<file path="src/rtl/rr_req_arbiter_pkg.sv">
// Shared constants and state type for the round-robin request arbiter.
package arb_pkg;

  localparam int N_REQ        = 16;
  localparam int IDXW         = 4;
  localparam int NO_GRANT_IDX = 0;

  typedef enum logic {
    IDLE,
    OWN
  } state_t;

endpackage

</file>
<file path="src/rtl/rr_req_arbiter_pick.sv">
// Rotating-priority picker: the search runs from ptr-1 downwards and wraps,
// so index ptr itself has the lowest priority.
module rr_pick #(
  parameter int N    = arb_pkg::N_REQ,
  parameter int IDXW = arb_pkg::IDXW
) (
  input  logic [N-1:0]    req,
  input  logic [IDXW-1:0] ptr,
  output logic            found,
  output logic [IDXW-1:0] win_idx
);

  logic [2*N-1:0]  doubled;
  logic [N-1:0]    rot;
  logic [IDXW-1:0] rot_idx;

  // rot[j] is req[(ptr + j) mod N], so rot[N-1] is req[ptr-1] and rot[0] is req[ptr]
  assign doubled = {req, req};
  assign rot     = doubled[ptr +: N];

  always_comb begin
    found   = 1'b0;
    rot_idx = '0;
    for (int j = 0; j < N; j++) begin
      if (rot[j]) begin
        found   = 1'b1;
        rot_idx = IDXW'(j);
      end
    end
  end

  assign win_idx = rot_idx + ptr;

endmodule

</file>
<file path="src/rtl/rr_req_arbiter.sv">
// Round-robin arbiter for 16 requesters with hold timeout; optional grant
// counter is built only when RR_ARB_STATS_EN is defined.
module rr_req_arbiter #(
  parameter int N        = arb_pkg::N_REQ,
  parameter int IDXW     = arb_pkg::IDXW,
  parameter int MAX_HOLD = 15
) (
  input  logic            clk,
  input  logic            rst,
  input  logic            en,
  input  logic [N-1:0]    req,
  output logic [N-1:0]    gnt,
  output logic [IDXW-1:0] gnt_idx,
  output logic            gnt_valid,
  output logic [IDXW-1:0] hold_cnt,
  output logic [15:0]     grant_count
);
  import arb_pkg::*;

  // With MAX_HOLD=0 there is no timeout, so hold_cnt simply saturates at all-ones
  localparam logic [IDXW-1:0] HOLD_SAT  = (MAX_HOLD == 0) ? IDXW'((1 << IDXW) - 1) : IDXW'(MAX_HOLD);
  localparam logic [IDXW-1:0] HOLD_LAST = IDXW'(MAX_HOLD - 1);

  state_t          state;
  logic [IDXW-1:0] ptr;
  logic            found;
  logic [IDXW-1:0] win_idx;
  logic            owner_req;
  logic            other_req;
  logic            timeout_evt;
  logic            new_grant;

  rr_pick #(.N(N), .IDXW(IDXW)) u_pick (
    .req     (req),
    .ptr     (ptr),
    .found   (found),
    .win_idx (win_idx)
  );

  assign owner_req   = req[ptr];
  assign other_req   = |(req & ~(N'(1) << ptr));
  assign timeout_evt = (MAX_HOLD != 0) && (hold_cnt == HOLD_LAST) && owner_req && other_req;

  // A release takes precedence over a coinciding timeout; both hand off to the pick
  always_comb begin
    new_grant = 1'b0;
    if (!rst && en) begin
      if (state == IDLE)
        new_grant = found;
      else if (!owner_req || timeout_evt)
        new_grant = found;
    end
  end

  always_ff @(posedge clk) begin
    if (rst) begin
      state     <= IDLE;
      ptr       <= '0;
      gnt       <= '0;
      gnt_idx   <= IDXW'(NO_GRANT_IDX);
      gnt_valid <= 1'b0;
      hold_cnt  <= '0;
    end else if (!en || (state == OWN && !owner_req && !found)) begin
      state     <= IDLE;
      gnt       <= '0;
      gnt_idx   <= IDXW'(NO_GRANT_IDX);
      gnt_valid <= 1'b0;
      hold_cnt  <= '0;
    end else if (new_grant) begin
      state     <= OWN;
      ptr       <= win_idx;
      gnt       <= N'(1) << win_idx;
      gnt_idx   <= win_idx;
      gnt_valid <= 1'b1;
      hold_cnt  <= '0;
    end else if (state == OWN && hold_cnt != HOLD_SAT) begin
      hold_cnt  <= hold_cnt + 1'b1;
    end
  end

`ifdef RR_ARB_STATS_EN
  logic [15:0] grant_cnt_q;

  always_ff @(posedge clk) begin
    if (rst)
      grant_cnt_q <= '0;
    else if (new_grant && grant_cnt_q != 16'hFFFF)
      grant_cnt_q <= grant_cnt_q + 16'd1;
  end

  assign grant_count = grant_cnt_q;
`else
  assign grant_count = '0;
`endif

endmodule

</file>
<file path="config.mk">
export PLATFORM = sky130hd
export DESIGN_NAME = rr_req_arbiter
export DESIGN_NICKNAME = d
export VERILOG_FILES = /design/src/rtl/rr_req_arbiter_pkg.sv /design/src/rtl/rr_req_arbiter_pick.sv /design/src/rtl/rr_req_arbiter.sv
export SDC_FILE = /design/constraint.sdc
export NUM_CORES = 1
export LEC_CHECK = 0
export ABC_CLOCK_PERIOD_IN_PS = 4000
export CAP_MARGIN = 15
export CORE_UTILIZATION = 46
export CTS_CLUSTER_DIAMETER = 40
export DETAILED_ROUTE_END_ITERATION = 12
export PLACE_DENSITY = 0.75
export SYNTH_ARGS = -nofsm -noshare
export SYNTH_HDL_FRONTEND = slang
export SYNTH_HIERARCHICAL = 1
export SYNTH_SLANG_ARGS = --single-unit
</file>
<file path="constraint.sdc">
create_clock -name clk -period 4 [get_ports clk]
set_input_delay 0.8 -clock clk [delete_from_list [all_inputs] [get_ports clk]]
set_output_delay 0.8 -clock clk [all_outputs]
set_load 0.05 [all_outputs]
</file>
==> impl_results.md, run 1 <==
* Status: finished clean
* Unrepaired setup endpoints after global routing: true
* Mapped cell area at 3072 um^2
* IO buf count at 43
* Via density at 6.154
* Synth warn at 6
* Ys flop type: dfxtp_1
* Dpl hpwl at 6.217 mm
* GR Overflow Total at 0
* Area delta synth->final at 32.75%
* Critical Path Sink Type: flop
* Max-Cap Viols at 0
* CTS Buf Count at 5
* Max Slew Vio Count at 0
* Nets@finish at 416
* Hold Path Depth at 1
* CP required at 4210 ps
* Switch Pwr at 0.001644 W
* Post-synth EDFFs at 0
* Measured slew at the worst slew-check pin at 701.0 ps
* First DRT Iteration DRCs at 208
* Wire per inst at 17.98 um
* Bufs on Longest Clock Path at 2
* GRT Total Usage at 24.03%
* Sink Count at 29
* CP max FO at 5
* Fin area at 4078 um^2
* Crit share post-route at 99.94%
* Initial antenna violation count at 0
* Library cells used by synthesis at 63
* Fraction of registers with async set/reset at 0%
* Synth Register Bits at 29
* Sequential fraction of the synthesis area at 18.90%
* Routed vias at 2886
* Crit path buf inv count at 1
* Reg power frac at 11.9%
* Hold WC Path Type: flop to flop
* GPL Wtd Cong at 0.9005
* Int Pwr at 0.001887 W
* Arrival time worst endpoint at 4210 ps
* Dpl cell area at 3867 um^2
* Fin Hold WS at 473.0 ps
* Critical Path Most Common Cell: xnor2_2
* Antenna Cells at 0
* CTS tree: yes
* Residual DRC at 0
* Skew-Pair Late Insertion Delay at 270 ps
* Clock power share at 7.3%
* Setup Crit Path Kind: primary input to flop
* Die height at 83.72 um
* Avg Cell Area, Syn at 10.38 um^2
* Largest net degree at the start of global routing at 42
* Crit-path max cell delay at 480 ps
* Fin util at 63.85%
* Final setup TNS at 0 ps
* Crit path max-delay family: compound AO/OA/AOI/OAI gates
* F_max at 250.1 MHz
* Post-route antenna net violation count at 0
* Synth top area share at 18.90%
* Post-synthesis cell count at 296
* Starting Density at 48.10%
* Static Leakage at 1.677 nW
* Ports at 60
* Worst Skew at 3.496 ps
* CP Cell Sequence: buf_2 -> mux4_2 -> mux2_2 -> mux2i_1 -> and2_4 -> o21ai_1 -> a21bo_1 -> a311o_1 -> ha_1 -> a21o_1 -> a21oi_2 -> xnor2_2 -> xnor2_2 -> and2_1 -> a32o_1
* Core area at 6386 um^2
* Maximum vdd drop at 0.5276 mV
* Vias in the first global route at 2776
* Final Hold Fails at 0
* First-pass iteration count of the detailed router at 6
* Final setup viols at 0
* Tmin final at 3998 ps
* First-pass GRT wire length at 13.74 mm
* Routed WL at 8.433 mm
* Root Buffer: clkbuf_8
* WP depth at 15
* Setup crit start kind: primary input
* Combinational share of power at 80.7%
* Net Sw Frac at 46.56%
* Clk slew on worst S/H paths at 60 ps
* Die area at 7008 um^2
* Max_slew headroom at 53.26%
* Design Power at 0.003530 W
* Max stage delay cell, worst path: mux4_2
* Layout cells sized above 1 at 39.54%
* R2R cell count at 16
* Area contributors post-synth: dfxtp_1 19%, mux4_2 16%, mux2i_1 6.5%
* Synth area leader: dfxtp_1
* Cell row count at 29
* Chip width at 83.72 um
* CTS H-Tree Depth at 2
* Pwr/cell area at 865.8 nW/um^2
## power groups by stage
stage                     sequential (W)  clock (W)  combinational, W
after detailed placement        0.000426          0           0.00257
after floorplan                 0.000583          0           0.00154
after global routing            0.000432   0.000278           0.00304
final                           0.000422   0.000259           0.00285
after CTS                       0.000423   0.000263           0.00267
after global placement          0.000424          0           0.00251
## timing repair
action,in CTS,in global routing
pin swaps,9,11
hold buffers,0,0
resized for setup,75,47
setup endpoints to repair,28,20
buffers inserted,3,2
## flip-flops by register name (all words and copies together) (netlist names)
name / count
gnt_idx: 4
gnt: 16
hold_cnt: 4
ptr: 4
state: 1
## final cells by class
class                           count  area (um^2)
Clock buffer                        7        96.34
Clock inverter                      1        5.005
Fill cell                         509         2308
Inverter                           14        52.55
Multi-Input combinational cell    233         2306
Sequential cell                    29        581.8
Tap cell                           77        96.34
Timing Repair Buffer              108        939.7
## cell usage in the layout, fill, tap and decap left out, types with 4 or more instances in the layout
master           instances
mux4_1                   4
buf_4                   61
conb_1                  16
o21ai_0                  4
ha_1                     4
nand2b_1                 5
a21oi_1                  8
clkdlybuf4s50_1         27
a32o_1                  16
dfxtp_1                 28
mux2_2                   9
buf_6                   13
nor3_1                   4
inv_1                   14
mux4_2                  24
nor2_1                  13
and2_1                   4
mux2i_1                 17
buf_2                    5
nand2_1                 20
clkbuf_8                 7
mux2_4                  10
## logic make-up (layout without fill, tap and decap cells)
group	Yosys count	count (layout)	share of synthesized area (%)
flops	29	29	18.90
compound gates	63	63	16.54
mux	69	69	35.97
simple gates	73	73	13.08
other cells	1	16	0.1221
buf+inv	49	130	11.00
xor+xnor	6	6	1.711
fa+ha+maj	6	6	2.688
## through the flow
| step | std cells | setup slack (ps) |
|---|---|---|
| global placement | 459 | -755.6 |
| detailed placement | 459 | -861.1 |
| CTS | 470 | 34.66 |
| floorplan | 311 | 39.89 |
| finish | 469 | 2.262 |
| global route | 469 | -85.90 |
## synth_stat cells, types with 4 or more instances
master    number
dfxtp_1       29
mux4_2        22
mux2i_1       20
nand2_1       20
buf_4         18
a32o_1        16
inv_1         14
nor2_1        14
buf_6         11
mux2_2        10
a21oi_1        9
mux2_1         7
mux4_1         6
xnor2_1        6
and2_1         5
ha_1           5
nand2b_1       5
mux2_4         4
nor2b_1        4
nor3_1         4
o21ai_0        4
## final timing paths
kind	startpoint	to	slack (ps)
worst min register to register	gnt[0]$_SDFFE_PP0P_	gnt[0]$_SDFFE_PP0P_	470
worst max register to register	ptr[3]$_SDFFE_PP0P_	gnt[13]$_SDFFE_PP0P_	60
worst min-delay path	gnt[0]$_SDFFE_PP0P_	gnt[0]$_SDFFE_PP0P_	470
worst max-delay path	req[11]	gnt[13]$_SDFFE_PP0P_	2
## layer usage
metal	up-vias	wire length (um)	GRT usage [%]
met4	0	133	5.547
met3	15	509	2.770
met1	1430	3453	31.35
met5	-	0	0
met2	127	4337	42.50
li1	1314	-	-
Power figures use the tool's default switching activity.
==> inputs of run 2 (changes only) <==
- CTS_CLUSTER_SIZE: default -> 14
==> results of run 2 <==
No change in the layout: final DEF, timing and power equal those of run 1.
